File: src/rtl/accel_spi_shift_engine_if.sv
// Controller-side handshake between the accelerometer command controller and the SPI shift engine.
// The master is the controller and the slave is the shift engine.
interface accel_spi_shift_engine_if #(
  parameter int unsigned TX_WIDTH = 16,
  parameter int unsigned RX_WIDTH = 8
);
  logic [TX_WIDTH-1:0] data_tx;
  logic                start;
  logic                done;
  logic                busy;
  logic [RX_WIDTH-1:0] data_rx;

  modport master (
    output data_tx,
    output start,
    input  done,
    input  busy,
    input  data_rx
  );

  modport slave (
    input  data_tx,
    input  start,
    output done,
    output busy,
    output data_rx
  );
endinterface

File: src/rtl/accel_spi_shift_engine.sv
// SPI mode-3 master for the ADXL345. It shifts one command word MSB-first while chip select is
// low, captures the trailing read-back byte, and reports completion with a done/start handshake.
module accel_spi_shift_engine #(
  parameter int unsigned TX_WIDTH = 16,
  parameter int unsigned RX_WIDTH = 8,
  parameter int unsigned CS_SETUP = 1,
  parameter int unsigned CS_HOLD  = 1
) (
  input  logic                    spi_clk,
  input  logic                    reset_n,
  input  logic                    spi_clk_out,
  accel_spi_shift_engine_if.slave ctrl,
  output logic                    SPI_SDI,
  input  logic                    SPI_SDO,
  output logic                    SPI_CSN,
  output logic                    SPI_CLK_1
);

  localparam int unsigned CntMax = (CS_SETUP > CS_HOLD) ? CS_SETUP : CS_HOLD;
  localparam int unsigned CntW   = (CntMax > 1) ? $clog2(CntMax) : 1;
  localparam int unsigned BitW   = (TX_WIDTH > 1) ? $clog2(TX_WIDTH) : 1;

  typedef enum logic [2:0] {
    StIdle  = 3'd0,
    StSetup = 3'd1,
    StShift = 3'd2,
    StHold  = 3'd3,
    StDone  = 3'd4
  } state_e;

  state_e              state_q, state_d;
  logic [TX_WIDTH-1:0] tx_shift_q, tx_shift_d;
  logic [RX_WIDTH-1:0] rx_shift_q, rx_shift_d;
  logic [RX_WIDTH-1:0] data_rx_q, data_rx_d;
  logic [BitW-1:0]     bit_cnt_q, bit_cnt_d;
  logic [CntW-1:0]     cnt_q, cnt_d;
  logic                csn_q, csn_d;
  logic                clk_en_q, clk_en_d;
  logic                busy_q, busy_d;
  logic                done_q, done_d;
  logic                cnt_zero;
  logic                bit_zero;
  logic                rx_window;

  assign cnt_zero  = (cnt_q == '0);
  assign bit_zero  = (bit_cnt_q == '0);
  // Only the trailing RX_WIDTH bits of the frame carry read-back data.
  assign rx_window = (32'(bit_cnt_q) < RX_WIDTH);

  always_ff @(posedge spi_clk or negedge reset_n) begin
    if (!reset_n) begin
      state_q <= StIdle;
    end else begin
      state_q <= state_d;
    end
  end

  always_comb begin
    state_d = state_q;
    case (state_q)
      StIdle:  if (ctrl.start) state_d = StSetup;
      StSetup: if (cnt_zero) state_d = StShift;
      StShift: if (bit_zero) state_d = StHold;
      StHold:  if (cnt_zero) state_d = StDone;
      StDone:  if (!ctrl.start) state_d = StIdle;
      default: state_d = StIdle;
    endcase
  end

  always_comb begin
    tx_shift_d = tx_shift_q;
    rx_shift_d = rx_shift_q;
    data_rx_d  = data_rx_q;
    bit_cnt_d  = bit_cnt_q;
    cnt_d      = cnt_q;
    csn_d      = csn_q;
    clk_en_d   = clk_en_q;
    busy_d     = busy_q;
    done_d     = done_q;
    case (state_q)
      StIdle: begin
        if (ctrl.start) begin
          tx_shift_d = ctrl.data_tx;
          csn_d      = 1'b0;
          busy_d     = 1'b1;
          cnt_d      = CntW'(CS_SETUP - 1);
        end
      end
      StSetup: begin
        if (cnt_zero) begin
          clk_en_d  = 1'b1;
          bit_cnt_d = BitW'(TX_WIDTH - 1);
        end else begin
          cnt_d = cnt_q - 1'b1;
        end
      end
      StShift: begin
        tx_shift_d = tx_shift_q << 1;
        bit_cnt_d  = bit_cnt_q - 1'b1;
        if (rx_window) rx_shift_d = {rx_shift_q[RX_WIDTH-2:0], SPI_SDO};
        if (bit_zero) begin
          clk_en_d = 1'b0;
          cnt_d    = CntW'(CS_HOLD - 1);
        end
      end
      StHold: begin
        if (cnt_zero) begin
          csn_d     = 1'b1;
          data_rx_d = rx_shift_q;
          done_d    = 1'b1;
          busy_d    = 1'b0;
        end else begin
          cnt_d = cnt_q - 1'b1;
        end
      end
      StDone: begin
        if (!ctrl.start) done_d = 1'b0;
      end
      default: begin
        csn_d    = 1'b1;
        clk_en_d = 1'b0;
        busy_d   = 1'b0;
        done_d   = 1'b0;
      end
    endcase
  end

  always_ff @(posedge spi_clk or negedge reset_n) begin
    if (!reset_n) begin
      tx_shift_q <= '0;
      rx_shift_q <= '0;
      data_rx_q  <= '0;
      bit_cnt_q  <= '0;
      cnt_q      <= '0;
      csn_q      <= 1'b1;
      clk_en_q   <= 1'b0;
      busy_q     <= 1'b0;
      done_q     <= 1'b0;
    end else begin
      tx_shift_q <= tx_shift_d;
      rx_shift_q <= rx_shift_d;
      data_rx_q  <= data_rx_d;
      bit_cnt_q  <= bit_cnt_d;
      cnt_q      <= cnt_d;
      csn_q      <= csn_d;
      clk_en_q   <= clk_en_d;
      busy_q     <= busy_d;
      done_q     <= done_d;
    end
  end

  // The gate opens and closes while spi_clk_out is high, so only whole pulses reach the device.
  assign SPI_CLK_1 = clk_en_q ? spi_clk_out : 1'b1;
  assign SPI_SDI   = (state_q inside {StSetup, StShift, StHold}) ? tx_shift_q[TX_WIDTH-1] : 1'b0;
  assign SPI_CSN   = csn_q;

  assign ctrl.done    = done_q;
  assign ctrl.busy    = busy_q;
  assign ctrl.data_rx = data_rx_q;

endmodule

File: src/flat_wrapper.sv
// flat-port wrapper written by rule: the top's interface ports become plain ports
module accel_spi_shift_engine_flat 
#(
  parameter int unsigned TX_WIDTH = 16,
  parameter int unsigned RX_WIDTH = 8,
  parameter int unsigned CS_SETUP = 1,
  parameter int unsigned CS_HOLD  = 1
)
  (spi_clk, reset_n, spi_clk_out, SPI_SDI, SPI_SDO, SPI_CSN, SPI_CLK_1, ctrl_data_tx, ctrl_start, ctrl_done, ctrl_busy, ctrl_data_rx);
  accel_spi_shift_engine_if #(.TX_WIDTH(TX_WIDTH), .RX_WIDTH(RX_WIDTH)) ctrl_i ();
  input  logic spi_clk;
  input  logic reset_n;
  input  logic spi_clk_out;
  output logic SPI_SDI;
  input  logic SPI_SDO;
  output logic SPI_CSN;
  output logic SPI_CLK_1;
  input wire logic [$bits(ctrl_i.data_tx)-1:0] ctrl_data_tx;
  input wire logic [$bits(ctrl_i.start)-1:0] ctrl_start;
  output wire logic [$bits(ctrl_i.done)-1:0] ctrl_done;
  output wire logic [$bits(ctrl_i.busy)-1:0] ctrl_busy;
  output wire logic [$bits(ctrl_i.data_rx)-1:0] ctrl_data_rx;
  assign ctrl_i.data_tx = ctrl_data_tx;
  assign ctrl_i.start = ctrl_start;
  assign ctrl_done = ctrl_i.done;
  assign ctrl_busy = ctrl_i.busy;
  assign ctrl_data_rx = ctrl_i.data_rx;
  accel_spi_shift_engine #(.TX_WIDTH(TX_WIDTH), .RX_WIDTH(RX_WIDTH), .CS_SETUP(CS_SETUP), .CS_HOLD(CS_HOLD)) u_core (.spi_clk(spi_clk), .reset_n(reset_n), .spi_clk_out(spi_clk_out), .ctrl(ctrl_i), .SPI_SDI(SPI_SDI), .SPI_SDO(SPI_SDO), .SPI_CSN(SPI_CSN), .SPI_CLK_1(SPI_CLK_1));
endmodule
File: config.mk
export PLATFORM = sky130hd
export DESIGN_NAME = accel_spi_shift_engine_flat
export DESIGN_NICKNAME = d
export VERILOG_FILES = /design/src/rtl/accel_spi_shift_engine_if.sv /design/src/rtl/accel_spi_shift_engine.sv /design/src/flat_wrapper.sv
export SDC_FILE = /design/constraint.sdc
export NUM_CORES = 1
export LEC_CHECK = 0
export ABC_AREA = 1
export CORE_MARGIN = 2
export CORE_UTILIZATION = 47
export CTS_CLUSTER_DIAMETER = 120
export DETAILED_ROUTE_END_ITERATION = 12
export PLACE_DENSITY = 0.75
export SYNTH_ARGS = -nofsm -noshare
export SYNTH_HDL_FRONTEND = slang
export SYNTH_SLANG_ARGS = --single-unit
File: constraint.sdc
create_clock -name spi_clk -period 1.1 [get_ports spi_clk]
set_input_delay 0.22 -clock spi_clk [delete_from_list [all_inputs] [get_ports spi_clk]]
set_output_delay 0.22 -clock spi_clk [all_outputs]
set_load 0.02 [all_outputs]
==> impl_metrics.csv <==
group,metric,value,unit
outcome,status,"complete, but fails checks",
outcome,failed_checks,"negative setup slack",
yosys,ys_ff_latch,43,
drt,ant_nets,0,
yosys,avgSynthCellArea,7.66,um2
pwr,power.total,9.51,mW
drt,routed_wl,4760,um
cells_and_area,nets,343,
yosys,synth_warnings,0,
setup_path,cp-start-kind,"flip-flop",
clocking,h-tree-depth,2,
setup_path,r2r_end,"u_core.bit_cnt_q[3]$_DFFE_PN0P_",
cells_and_area,areaGrowthSynthToFinish,50.0,%
flow_run,cap_violations,0,
yosys,ys_types,21,
sta,timing.final.ws_setup,-245,ps
clocking,cts_buffer_depth,2,
sta,rsz0062_at_grt,"yes",
pwr,vdd_ir_drop_max,1740,uV
setup_path,path_max_fanout,4,
cells_and_area,layout-drive-gt1-share,0.320,
drt,post_drt_wl_per_cell,12.8,um
drt,initialDrtViolationCount,141,
floorplanning,initial_core_util,0.494,
clocking,cts-root-buf,"clkbuf_8",
sta,relSlewSlack,0.797,
sta,fmax,0.743,GHz
floorplanning,die_w,69.1,um
floorplanning,ios,34,
yosys,synthCells,260,
sta,worst_slew_pin_slew,305,ps
placed_design,hpwlAfterDp,2650,um
drt,route.top_layer_used,"met4",
placed_design,port_buffers,33,
placed_design,place_congestion,0.844,
pwr,p_per_area,3180,nW/um2
global_routing,grt_pass1_wl,7040,um
cells_and_area,nFillCells,269,
drt,route.detailed.drc,0,
clocking,clk_latency,300,ps
global_routing,grt_max_degree,44,
yosys,synth_sequential_area_ratio,0.541,
drt,drtPass1Iterations,4,
clocking,cts_sinks,43,
global_routing,antenna_found_initial,0,
global_routing,grt.total_usage,0.181,
cells_and_area,n_antenna_cell,0,
sta,final_max_slew_viol_count,0,
cells_and_area,seq_area,1080,um2
setup_path,ff2ff_path_depth,8,
setup_path,cp-end-kind,"flip-flop",
drt,vias,1792,
sta,hold_viol,0,
cells_and_area,multi_input_comb_area,965,um2
floorplanning,die_h,69.1,um
sta,clock_skew,6.76,ps
setup_path,arrival,1530,ps
global_routing,grt.overflow.total,0,
drt,wl_met3,179,um
sta,hold-worst-slack,417,ps
sta,period_share,1.22,
clocking,cts_tree,"built",
pwr,p_leak,1.58,nW
sta,finalCriticalPeriod,1350,ps
floorplanning,rows,23,
floorplanning,die_area,4770,um2
clocking,cts_buffers,5,
setup_path,criticalPathCategory,"flip-flop to flip-flop",
floorplanning,fp.coreArea,4030,um2
setup_path,r2r_slack,-250,ps
placed_design,dp_slack,-480,ps
sta,setup-violations-final,46,
yosys,netlist_area,1990,um2
drt,wl_met1,2040,um
clocking,path_clk_slew,80,ps
global_routing,grt_pass1_vias,1677,
drt,via_per_inst,4.82,
drt,met2_length,2440,um
setup_path,crit_required,1290,ps
hold_path,hold_path.class,"input port to asynchronous set/reset pin",
setup_path,r2r_start,"u_core.state_q[0]$_DFFE_PN0P_",
cells_and_area,post-route-util,0.742,
yosys,syn-num-nets,282,
[cell usage after synthesis, drive strengths merged]
library cell  instances  share of area
a21oi                 1         0.0025
inv                  33          0.062
dfstp                 1          0.013
nor2                 39          0.080
nor3                  1         0.0025
ha                    1         0.0063
a22oi                 1         0.0038
o21ai                20          0.052
xor2                  1         0.0044
nand3                 8          0.020
buf                   7          0.025
nand2               105           0.20
dfrtp                42           0.53
[metal layers]
metal  vias up  GRT usage
met4         0     0.0806
met3        12     0.0395
met2        42      0.299
li1        904          -
met5         -          0
met1       834      0.227
[registers in the layout, indices dropped and copies added, names as in the netlist]
register,count
u_core.state_q,3
u_core.ctrl.busy,1
u_core.SPI_CSN,1
u_core.ctrl.data_rx,8
u_core.tx_shift_q,16
u_core.rx_shift_q,8
u_core.bit_cnt_q,4
u_core.ctrl.done,1
u_core.clk_en_q,1
[cell families (layout without fill, tap and decap cells)]
group / after synthesis / after routing / share of synthesized area
simple gates: 153 / 154 / 0.303
compound gates: 22 / 22 / 0.0584
fa+ha+maj: 1 / 1 / 0.00628
xor+xnor: 1 / 1 / 0.00440
flops: 43 / 43 / 0.541
buf+inv: 40 / 101 / 0.0873
[repair_timing]
item                                   CTS  global route
hold buffers                             1             0
gates resized for setup                 73            63
gates cloned                             0             3
endpoints found under the hold margin   42             0
pin swaps                                3            11
setup endpoints to repair               55            48
buffers inserted                         1             9
[metrics by stage]
stage | std cells | setup TNS [ps] | instance area [um2]
floorplan | 260 | -62.3 | 2000
global placement | 350 | -7340 | 2490
detailed placement | 350 | -8310 | 2490
CTS | 360 | -3620 | 2640
global route | 372 | -10470 | 2990
finish | 372 | -7940 | 2990
[worst max path at each step]
stage                                              from                          endpoint  slack [ps]
after floorplan           u_core.state_q[0]$_DFFE_PN0P_  u_core.rx_shift_q[4]$_DFFE_PN0P_         -20
after global placement                      spi_clk_out                         SPI_CLK_1        -460
after detailed placement                    spi_clk_out                         SPI_CLK_1        -480
after CTS                 u_core.state_q[0]$_DFFE_PN0P_                           SPI_SDI        -170
after global routing      u_core.state_q[0]$_DFFE_PN0P_                           SPI_SDI        -290
final                     u_core.state_q[0]$_DFFE_PN0P_   u_core.bit_cnt_q[3]$_DFFE_PN0P_        -250
[area by class of cell]
class / instances / share of cell area
Inverter: 33 / 0.0490
Sequential cell: 43 / 0.361
Timing Repair Buffer: 60 / 0.206
Clock inverter: 2 / 0.0117
Tap cell: 50 / 0.0209
Clock buffer: 6 / 0.0276
Multi-Input combinational cell: 178 / 0.323
[critical path, cell delays in order (launching register included)]
cell	delay, ps
dfrtp_1	440
buf_6	170
inv_6	70
nand2_4	50
nor2_4	170
buf_6	150
nand2_2	60
nand2_1	70
o21ai_1	60
[power breakdown]
part	internal [mW]	leakage [nW]	total (mW)	switching, mW
Clock	0.734	0.0612	1.26	0.523
Sequential	2.27	0.539	2.69	0.427
Combinational	2.47	0.976	5.56	3.09
Total	5.47	1.58	9.51	4.04
[cells in the final DEF (no fill, tap or decap), types with 2 or more instances in the layout]
master	netlist	routed
nand2_1	103	90
dfrtp_1	42	40
inv_1	30	28
nor2_1	36	21
clkdlybuf4s50_1	0	18
buf_4	1	12
buf_6	2	11
o21ai_1	15	10
buf_2	4	10
nor2_2	2	9
nand2_2	2	9
nor2_4	1	9
o21ai_2	1	8
nand2_4	0	6
nand3_1	8	6
clkbuf_8	0	6
buf_12	0	5
inv_2	3	2
inv_6	0	2
clkbuf_16	0	2
dfrtp_2	0	2
No activity file was read; power rests on OpenSTA's default activity.
